`config.mk`:
```
export PLATFORM = sky130hd
export DESIGN_NAME = mdu_seq
export DESIGN_NICKNAME = d
export VERILOG_FILES = /design/src/rtl/mdu_seq.sv
export SDC_FILE = /design/constraint.sdc
export NUM_CORES = 1
export LEC_CHECK = 0
export ABC_AREA = 1
export CORE_MARGIN = 5
export CORE_UTILIZATION = 40
export DETAILED_ROUTE_END_ITERATION = 10
export SETUP_SLACK_MARGIN = 0.02
export SLEW_MARGIN = 20
export SYNTH_ARGS = -nofsm -noshare
export SYNTH_HDL_FRONTEND = slang
export SYNTH_SLANG_ARGS = --single-unit
```
`constraint.sdc`:
```
create_clock -name clk -period 4.3 [get_ports clk]
set_clock_uncertainty 0.1 [all_clocks]
set_input_delay 1.29 -clock clk [delete_from_list [all_inputs] [get_ports clk]]
set_output_delay 1.29 -clock clk [all_outputs]
set_load 0.02 [all_outputs]
```
`src/rtl/mdu_seq.sv`:
```
// rtl/mdu_seq.sv - sequential RV M-extension multiply/divide unit, one bit per cycle
module mdu_seq #(
    parameter int XLEN = 32
) (
    input  logic            clk,
    input  logic            rst_n,
    input  logic            in_valid,
    output logic            in_ready,
    input  logic [2:0]      op,
    input  logic [XLEN-1:0] reg1,
    input  logic [XLEN-1:0] reg2,
    output logic            out_valid,
    input  logic            out_ready,
    output logic [XLEN-1:0] result
);
    localparam int CW = $clog2(XLEN) + 1;

    typedef enum logic [1:0] {S_IDLE, S_CALC, S_DONE} state_e;

    state_e              state_q, state_d;
    logic [CW-1:0]       cnt_q, cnt_d;
    logic [2:0]          op_q, op_d;
    logic [2*XLEN-1:0]   acc_q, acc_d;
    logic [XLEN-1:0]     b_q, b_d;
    logic [XLEN-1:0]     result_q, result_d;
    logic                neg_q, neg_d;
    logic                rneg_q, rneg_d;

    logic                s1, s2, sign1, sign2, div_zero, div_ovf;
    logic [XLEN-1:0]     a_mag, b_mag, special_res;
    logic [XLEN:0]       mul_sum, div_tmp, div_sub;
    logic [2*XLEN-1:0]   acc_step, prod;
    logic [XLEN-1:0]     quo, rem, final_res;

    // Operand preparation for the request currently on the inputs
    always_comb begin
        s1       = (op == 3'b001) || (op == 3'b010) || (op == 3'b100) || (op == 3'b110);
        s2       = (op == 3'b001) || (op == 3'b100) || (op == 3'b110);
        sign1    = s1 & reg1[XLEN-1];
        sign2    = s2 & reg2[XLEN-1];
        a_mag    = sign1 ? -reg1 : reg1;
        b_mag    = sign2 ? -reg2 : reg2;
        div_zero = op[2] && (reg2 == '0);
        div_ovf  = op[2] && !op[0] && (reg1 == {1'b1, {(XLEN-1){1'b0}}}) && (reg2 == '1);
        if (div_zero) begin
            special_res = op[1] ? reg1 : '1;
        end else begin
            special_res = op[1] ? '0 : reg1;
        end
    end

    // One iteration: acc holds {partial high, multiplier} or {remainder, dividend/quotient}
    always_comb begin
        mul_sum = {1'b0, acc_q[2*XLEN-1:XLEN]} + (acc_q[0] ? {1'b0, b_q} : {(XLEN+1){1'b0}});
        div_tmp = acc_q[2*XLEN-1:XLEN-1];
        div_sub = div_tmp - {1'b0, b_q};
        if (op_q[2]) begin
            if (!div_sub[XLEN]) begin
                acc_step = {div_sub[XLEN-1:0], acc_q[XLEN-2:0], 1'b1};
            end else begin
                acc_step = {div_tmp[XLEN-1:0], acc_q[XLEN-2:0], 1'b0};
            end
        end else begin
            acc_step = {mul_sum, acc_q[XLEN-1:1]};
        end
        prod = neg_q ? -acc_step : acc_step;
        quo  = neg_q ? -acc_step[XLEN-1:0] : acc_step[XLEN-1:0];
        rem  = rneg_q ? -acc_step[2*XLEN-1:XLEN] : acc_step[2*XLEN-1:XLEN];
        if (op_q[2]) begin
            final_res = op_q[1] ? rem : quo;
        end else begin
            final_res = (op_q[1:0] == 2'b00) ? prod[XLEN-1:0] : prod[2*XLEN-1:XLEN];
        end
    end

    always_comb begin
        state_d  = state_q;
        cnt_d    = cnt_q;
        op_d     = op_q;
        acc_d    = acc_q;
        b_d      = b_q;
        result_d = result_q;
        neg_d    = neg_q;
        rneg_d   = rneg_q;
        case (state_q)
            S_IDLE: begin
                if (in_valid) begin
                    op_d   = op;
                    b_d    = b_mag;
                    acc_d  = {{XLEN{1'b0}}, a_mag};
                    neg_d  = sign1 ^ sign2;
                    rneg_d = sign1;
                    cnt_d  = CW'(XLEN);
                    if (div_zero || div_ovf) begin
                        result_d = special_res;
                        state_d  = S_DONE;
                    end else begin
                        state_d  = S_CALC;
                    end
                end
            end
            S_CALC: begin
                acc_d = acc_step;
                cnt_d = cnt_q - CW'(1);
                if (cnt_q == CW'(1)) begin
                    result_d = final_res;
                    state_d  = S_DONE;
                end
            end
            S_DONE: begin
                if (out_ready) begin
                    state_d = S_IDLE;
                end
            end
            default: state_d = S_IDLE;
        endcase
    end

    always_ff @(posedge clk) begin
        if (!rst_n) begin
            state_q  <= S_IDLE;
            cnt_q    <= '0;
            op_q     <= '0;
            acc_q    <= '0;
            b_q      <= '0;
            result_q <= '0;
            neg_q    <= 1'b0;
            rneg_q   <= 1'b0;
        end else begin
            state_q  <= state_d;
            cnt_q    <= cnt_d;
            op_q     <= op_d;
            acc_q    <= acc_d;
            b_q      <= b_d;
            result_q <= result_d;
            neg_q    <= neg_d;
            rneg_q   <= rneg_d;
        end
    end

    assign in_ready  = (state_q == S_IDLE);
    assign out_valid = (state_q == S_DONE);
    assign result    = result_q;
endmodule

```
; Word-level counts from Yosys, hierarchy flattened
; Index checks and enable logic that the tools add are counted.
[word_totals]
elab_cells = 78
out_inout_bits = 34
rom_bits = 0
ram_bits = 0
ff_bits = 141
inputBits = 71
n_memories = 0
latch_bits = 0
[classes]
muxes = 27
n_div = 0
n_mul = 0
n_eq_ne = 13
magnitude_cmp = 0
shift = 0
bitwise_logic = 3
n_addsub = 8
n_reduce_logical = 19
[ops]
columns = cell, n
row1 = $mux W32, 14
row2 = $mux W64, 4
row3 = $neg A32 Y32, 4
row4 = $pmux W64 S2, 1
row5 = $eq A32 B32 Y1 const B, 2
row6 = $neg A64 Y64, 1
row7 = $pmux W32 S2, 1
row8 = $add A32 B32 Y33, 1
row9 = $sub A33 B32 Y33, 1
row10 = $logic_not A32 Y1, 1
row11 = $pmux W6 S2, 1
row12 = $mux W2, 4
row13 = $eq A3 B3 Y1 const B, 2
row14 = $eq A6 B1 Y1 const B, 1
row15 = $logic_or A1 B1 Y1, 6
row16 = $mux W6, 1
row17 = $pmux W2 S3, 1
row18 = $sub A6 B1 Y6 const B, 1
row19 = $logic_and A1 B1 Y1, 4
row20 = $logic_not A2 Y1, 2
row21 = $ne A2 B1 Y1 const B, 2
row22 = $ne A2 B2 Y1 const B, 2
row23 = $reduce_and A2 Y1, 2
row24 = $reduce_and A4 Y1, 1
row25 = 9 further kinds, 10

; Depth between registers and ports, before layout
; Gate-level depths: netlist of the first run.
[logic_depth]
word_depth = 9
depth_mapped = 36
ltp_nobuf = 36

; Least setup slack after synthesis of the first run
; OpenSTA, ideal clock, no wires.
[synth_path]
path_kind = flip-flop to flip-flop
start = reg acc_q[31]
end = reg result_q[18] (netlist: result[18])
synth_period_minus_slack_ps = 4040
t_arrival_ps = 3808
slack_ps = 260
required_ps = 4068
n_path_buf = 0
path_stages_with_launch = 36
setup_ps = 132
path_cell_list = dfxtp_1 -> inv_1 -> ha_1 -> inv_1 -> fa_1 -> nand2_1 -> nand2_1 -> nand3_1 -> nand2_2 -> nand2_1 -> nand2_2 -> nand2_4 -> nand2_4 -> nand2_4 -> nand3_1 -> nand2_1 -> ha_1 -> nand3_1 -> nor2_1 -> nand2_1 -> inv_2 -> nand3_1 -> nor2_2 -> nand3_1 -> nor2_1 -> nand4_1 -> inv_1 -> nand3_1 -> nor2_1 -> nand2_1 -> nand3_1 -> nand2_1 -> o21bai_1 -> nand3_1 -> nand2_1 -> a21oi_1
[synth_via]
elab_chain_cells = 9
word_cells_on_any_way = 14
cone_classes = add/sub: 4 / mux: 10
[synth_lines]
columns = item, line_no
row1 = from (decl), 23  ; logic [2*XLEN-1:0] acc_q, acc_d;
row2 = from (signal assigned), 124  ; acc_q <= '0;
row3 = from (signal assigned), 133  ; acc_q <= acc_d;
row4 = $sub A33 B32 Y33, 56  ; div_sub = div_tmp - {1'b0, b_q};
row5 = $mux W64, 58  ; if (!div_sub[XLEN]) begin
row6 = $mux W64 *, 57  ; if (op_q[2]) begin
row7 = "$neg A64 Y64, or another cell as far along", 66  ; prod = neg_q ? -acc_step : acc_step;
row8 = "$mux W64, or another cell as far along", 66
row9 = $mux W32 (on tied branches), "72, 70"
row10 = $mux W32 *, 69  ; if (op_q[2]) begin
row11 = $mux W32 *, 105  ; if (cnt_q == CW'(1)) begin
row12 = $pmux W32 S2 *, 85  ; case (state_q)
row13 = to (signal assigned), 135  ; result_q <= result_d;
row14 = to (decl), 25  ; logic [XLEN-1:0] result_q, result_d;
; Mark *: on every way between the ends. The rest lies on a longest branch, timed or not. The select of a mux whose other input is x is not followed.
; A chain may end at the register's enable or synchronous reset.

; Worst setup path after layout of the first run
[layout_path]
start = reg b_q[18]
end = reg result_q[20] (netlist: result[20])
[layout_via]
elab_chain_cells = 9
word_cells_on_any_way = 16
cone_classes = add/sub: 5 / mux: 11
[layout_lines]
columns = item, line_no
row1 = from (decl), 24  ; logic [XLEN-1:0] b_q, b_d;
row2 = from (signal assigned), 125  ; b_q <= '0;
row3 = from (signal assigned), 134  ; b_q <= b_d;
row4 = $sub A33 B32 Y33 / $mux W32 (equally long branches), "56, 54"
row5 = $mux W64 / $add A32 B32 Y33 (equally long branches), "58, 54"
row6 = $mux W64 *, 57
row7 = "$neg A64 Y64, or another cell as far along", 66
row8 = "$mux W64, or another cell as far along", 66
row9 = $mux W32 (on tied branches), "72, 70"
row10 = $mux W32 *, 69
row11 = $mux W32 *, 105
row12 = $pmux W32 S2 *, 85
; Marks and branches as above.

==> flow_metrics.py, run 1 <==
metrics = {
    "cells_and_area": {
        "layout_commonest_cell": "nand2_1",
        "final_layout_size_suffix_gt1_share_pct": 20.38,
        "nFillCells": 4477,
        "layout_common_cells": "1,015 x nand2_1, 491 x buf_4, 395 x inv_1",
        "fin_util_pct": 55.64,
        "area_growth_syn_to_layout_pct": 37.47,
        "final_cell_count_no_fill": 4311,
        "regArea_mm2": 0.002834,
        "nNetsFinal": 3856,
        "multi_input_area_mm2": 0.01319,
        "finalInstanceArea_mm2": 0.02397,
    },
    "hold_path": {
        "worstHoldPathType": "flop to flop",
        "whs_path_depth": 2,
    },
    "place": {
        "dpl-instance-area_mm2": 0.02252,
        "dp_slack_ps": -313.3,
        "place_congestion": 1.021,
        "placed_cells": 4257,
        "io_buffers": 104,
        "dp_hpwl_um": 67780,
    },
    "grt": {
        "grt_pass1_vias": 21600,
        "antenna_found_initial": 5,
        "grt_pass1_wl_um": 125100,
        "grt_usage_pct": 34.10,
        "grt_max_degree": 119,
        "overflow": 0,
    },
    "setup_path": {
        "reg2regPathDepth": 34,
        "criticalPathCategory": "flop to flop",
        "slowest_delay_ps": 310,
        "crit_path_top_delay_cell": "dfxtp_1",
        "reg2reg_slack_ps": 80,
        "crit_required_ps": 4620,
        "crit_top_cell": "nand2_1",
        "cp_max_fo": 3,
        "cp.arrival_ps": 4540,
        "endpoint_kind": "flop",
        "cp-start-kind": "flop",
    },
    "sta": {
        "setup_violations": 0,
        "setup_slack_ps": 81.83,
        "worst_pin_slew_ps": 1028,
        "clock.fmax_mhz": 237.1,
        "layout_min_cycle_time_ps": 4218,
        "rsz0062_at_grt": "yes",
        "slew_headroom_pct": 31.05,
        "finalCritPeriodShare_pct": 98.10,
        "slew_violations": 0,
        "hold_viol_final": 0,
    },
    "pwr": {
        "ir_drop_mv": 0.4707,
        "power_leakage_nw": 12.16,
        "powerDensity_mw_per_mm2": 487.2,
    },
    "clock_tree": {
        "clk_pin_slew_ps": 70,
        "clkLatencyLatePin_ps": 510,
        "cts_hold_buffers": 0,
        "cts-buffers-inserted": 17,
        "cts_tree": "yes",
        "cts_buffer_depth": 2,
        "cts-htree-levels": 4,
        "cts_root_buf": "clkbuf_16",
        "clock-sinks": 141,
    },
    "drt": {
        "ant_nets": 0,
        "wl_per_cell_um": 19.75,
        "drcViolationCount": 0,
        "vias": 23310,
        "drt-total-wl_um": 85140,
        "drtIter0Drc": 2679,
        "via_per_inst": 5.408,
        "drt_first_pass_iters": 6,
    },
    "die": {
        "die_h_um": 218.8,
        "dieArea_mm2": 0.04786,
        "rows": 76,
        "io_pins": 105,
        "die_w_um": 218.8,
        "start_util_pct": 40.48,
        "core_area_mm2": 0.04308,
    },
    "synthesis": {
        "synthArstFlopShare_pct": 0,
        "yosys-top-cells-area": "nand2_1 23%, dfxtp_1 16%, inv_1 8.7%",
        "syn-num-nets": 3340,
        "synth_top_area_cell": "nand2_1",
        "ys_warn_count": 0,
        "synth.top_cell.area_share_pct": 22.63,
        "syn_area_mm2": 0.01744,
        "syn_area_per_cell_um2": 5.455,
        "yosysSeqAreaShare_pct": 16.19,
        "yosys_register_bits": 141,
        "synth_edf_count": 0,
        "synthCells": 3196,
        "netlist-cell-type-count": 58,
        "ys.flop_type": "dfxtp_1",
    },
    "flow_run": {
        "max_cap_viol_count": 0,
    },
    "status": {
        "status": "completed",
    },
}
## metrics by stage
stage / setup TNS, ps / power [mW] / hold WS, ps
3_3_place_gp: -5980 / 9.392 / 351.0
6_report: 0 / 11.68 / 368.1
3_5_place_dp: -10690 / 9.448 / 356.1
5_1_grt: -1553 / 12.45 / 385.5
4_1_cts: 0 / 11.00 / 365.0
2_1_floorplan: 0 / 6.200 / 340.9
## where the power goes
group	total (mW)	internal [mW]	switching, mW
sequential	1.76	1.56	0.204
combinational	8.43	3.04	5.38
clock	1.49	0.793	0.695
## sequential cells by signal, indices dropped and copies added, names as in the netlist
register,cells
b_q,32
rneg_q,1
cnt_q,6
neg_q,1
op_q,3
acc_q,64
state_q,2
result,32
## metal layers
metal / up-vias / routed length [um] / track usage, %
met2: 1032 / 35620 / 50.43
li1: 11330 / - / -
met5: - / 27 / 0
met4: 4 / 2512 / 10.84
met1: 10800 / 37560 / 47.80
met3: 147 / 9416 / 9.919
## critical path: cells and delay by family (launching register included)
kind / cells / cell delay, ps
buffers and inverters: 4 / 510
DFF: 1 / 310
adders and majority gates: 2 / 410
and+or+nand+nor: 26 / 2400
AOI/OAI and AO/OA: 2 / 400
## cell usage after synthesis (all sizes together) (4+ instances only)
cell	instances
a31oi	41
a21oi	234
buf	49
o21ai	167
o21a	7
maj3	19
a211oi	12
nor3	38
o21bai	8
nand3	271
xor2	66
dfxtp	141
o31ai	5
nor2	341
o211ai	15
nor4	10
or2	23
nand2	1078
ha	71
mux2i	4
o221ai	7
clkbuf	70
a21o	4
xnor2	31
clkinv	5
inv	409
nand4	34
nand3b	22
## timing repair
item	CTS	global route
buffers inserted	2	14
resized for setup	19	150
cloned	0	6
endpoints found under the setup margin	20	40
pin swaps	6	45
## path summary, 6_finish.rpt
check | startpoint | endpoint
max reg2reg | b_q[18] | result[20]
min | cnt_q[1] | cnt_q[1]
max | b_q[18] | result[20]
min reg2reg | cnt_q[1] | cnt_q[1]
## cell type report
class,count,area share (%)
multi-input combinational,2523,55.04
timing repair buffer,615,21.28
sequential,141,11.82
inverter,414,6.504
tap,585,3.054
clock buffer,19,1.806
clock inverter,12,0.4750
antenna,2,0.02088
## cells by family after synthesis
family | count (synthesis) | share of synthesized area [%]
mux | 4 | 0.2296
flops | 141 | 16.19
xor+xnor | 97 | 4.873
compound gates | 508 | 16.13
fa+ha+maj | 92 | 6.415
simple gates | 1821 | 44.23
buf+inv | 533 | 11.93
Note: power is estimated with default switching activity, not from simulation.
==> run 2, diff against run 1 <==
--- a/config.mk
+++ b/config.mk
@@ -9,8 +9,8 @@
 export CORE_MARGIN = 5
 export CORE_UTILIZATION = 40
 export DETAILED_ROUTE_END_ITERATION = 10
+export PLACE_DENSITY = 0.61
 export SETUP_SLACK_MARGIN = 0.02
-export SLEW_MARGIN = 20
 export SYNTH_ARGS = -nofsm -noshare
 export SYNTH_HDL_FRONTEND = slang
 export SYNTH_SLANG_ARGS = --single-unit
==> run 2 against run 1 <==
Effect of this change:
- sequential power up 2%
- largest power group unchanged
- largest cell class unchanged
- sequential cell count is the same
- power decreased by 1.5%
- maximum frequency is 0.85% higher
- clock power is 7% higher
==> flow_metrics.py, run 2 (synthesized netlist as in run 1, its figures left out) <==
metrics = {
    "sta": {
        "finalCritPeriodShare_pct": 97.27,
        "layout_min_cycle_time_ps": 4183,
        "setup_slack_ps": 117.3,
        "worst_pin_slew_ps": 1337,
        "holdWs_ps": 369.1,
        "clock.fmax_mhz": 239.1,
        "hold_viol_final": 0,
        "tns_ps": 0,
        "setup_violations": 0,
        "slew_headroom_pct": 10.75,
        "slew_violations": 0,
        "rsz0062_at_grt": "yes",
    },
    "pwr": {
        "power_leakage_nw": 11.59,
        "powerDensity_mw_per_mm2": 496.7,
        "ir_drop_mv": 0.3744,
    },
    "place": {
        "dp_slack_ps": -319.4,
        "placed_cells": 4162,
        "dp_hpwl_um": 67150,
        "dpl-instance-area_mm2": 0.02176,
        "io_buffers": 104,
        "place_congestion": 1.022,
    },
    "cells_and_area": {
        "layout_common_cells": "1,022 x nand2_1, 396 x buf_4, 389 x inv_1",
        "largest_reg_flops": 64,
        "layout_commonest_cell": "nand2_1",
        "nNetsFinal": 3751,
        "nFillCells": 4568,
        "area_growth_syn_to_layout_pct": 32.78,
        "final_cell_count_no_fill": 4206,
        "final_layout_size_suffix_gt1_share_pct": 18.12,
        "largest_register": "acc_q",
        "finalInstanceArea_mm2": 0.02315,
    },
    "setup_path": {
        "cp-start-kind": "flop",
        "criticalPathCategory": "flop to flop",
        "endpoint_kind": "flop",
        "cp_max_fo": 8,
        "crit_required_ps": 4570,
        "crit_top_cell": "nand2_1",
        "cp.arrival_ps": 4450,
        "slowest_delay_ps": 330,
        "crit_path_top_delay_cell": "dfxtp_2",
    },
    "die": {
        "die_w_um": 218.8,
        "start_util_pct": 40.48,
        "core_area_mm2": 0.04308,
        "die_h_um": 218.8,
        "dieArea_mm2": 0.04786,
        "rows": 76,
        "io_pins": 105,
    },
    "clock_tree": {
        "cts_buffer_depth": 2,
        "clock-sinks": 141,
        "cts-buffers-inserted": 17,
        "cts-htree-levels": 4,
        "clkLatencyLatePin_ps": 490,
        "cts_root_buf": "clkbuf_16",
        "cts_tree": "yes",
        "clk_pin_slew_ps": 70,
    },
    "drt": {
        "ant_nets": 0,
        "via_per_inst": 5.439,
        "vias": 22880,
        "drtIter0Drc": 2529,
        "drcViolationCount": 0,
        "wl_per_cell_um": 19.70,
        "drt-total-wl_um": 82880,
        "drt_first_pass_iters": 7,
    },
    "grt": {
        "grt_pass1_vias": 20950,
        "top_usage_layer": "met1",
        "grt_pass1_wl_um": 123300,
        "met3_usage_pct": 8.870,
        "grt_use_met2_pct": 48.17,
        "antenna_found_initial": 1,
        "overflow": 0,
        "use_met1_pct": 48.71,
        "grt_usage_pct": 33.48,
        "grt_max_degree": 64,
    },
    "flow_run": {
        "max_cap_viol_count": 0,
    },
    "hold_path": {
        "worstHoldPathType": "flop to flop",
    },
    "status": {
        "status": "completed",
    },
}
run 2: cell types whose count changed in the layout (fill, tap and decap cells not counted), sizes merged:
| cell | before | now |
|---|---|---|
| buf | 508 | 405 |
| clkdlybuf4s50 | 100 | 104 |
| dlymetal6s2s | 4 | 0 |
| clkinv | 9 | 12 |
| clkinvlp | 4 | 1 |
| clkbuf | 22 | 20 |
| bufinv | 1 | 2 |
| diode | 2 | 1 |
run 2: critical path, delay by kind of cell, from the launching register on:
family / cells / cell delay [ps]
AOI/OAI and AO/OA: 5 / 860
adders and majority gates: 1 / 240
buffers and inverters: 7 / 1090
DFF: 1 / 330
and+or+nand+nor: 14 / 1420
run 2: area by class of cell:
| class | instances | area, um2 | area share (%) |
|---|---|---|---|
| Clock inverter | 13 | 156.4 | 0.6756 |
| Clock buffer | 19 | 452.9 | 1.956 |
| Sequential cell | 141 | 2839 | 12.26 |
| Multi-Input combinational cell | 2523 | 13200 | 57.02 |
| Antenna cell | 1 | 2.502 | 0.01081 |
| Tap cell | 585 | 732.0 | 3.162 |
| Inverter | 414 | 1556 | 6.723 |
| Timing Repair Buffer | 510 | 4210 | 18.19 |
run 2: layer usage:
metal  vias to the layer above  wire, um
li1                      11130         -
met1                     10580     38140
met2                      1029     33700
met3                       137      8498
met4                         0      2535
met5                         -         0
run 2: path summary, 6_finish.rpt:
kind | from | end | slack (ps) | depth (start not counted)
max | b_q[29] | result[8] | 120 | 27
min | result[0] | result[0] | 370 | 2
min reg2reg | result[0] | result[0] | 370 | 2
max reg2reg | b_q[29] | result[8] | 120 | 27
run 2: report_power, final:
group / leakage (nW) / total (mW) / switching (mW) / internal (mW)
clock: 0.298 / 1.59 / 0.692 / 0.896
combinational: 10.1 / 8.11 / 5.21 / 2.90
sequential: 1.16 / 1.80 / 0.236 / 1.56
total: 11.6 / 11.5 / 6.14 / 5.36
run 2: stage by stage:
| step | power [mW] | util [%] |
|---|---|---|
| after floorplan | 6.200 | - |
| after global placement | 9.258 | 50.52 |
| after detailed placement | 9.304 | 50.52 |
| after CTS | 11.01 | 52.25 |
| after global routing | 12.28 | 53.74 |
| final | 11.50 | 53.74 |
run 2: timing repair:
action / in CTS / in global routing
gates resized for setup: 27 / 129
pin swaps: 14 / 27
setup buffers: 4 / 5
cloned: 0 / 2
hold buffers: 0 / 0
setup endpoints to repair: 16 / 36
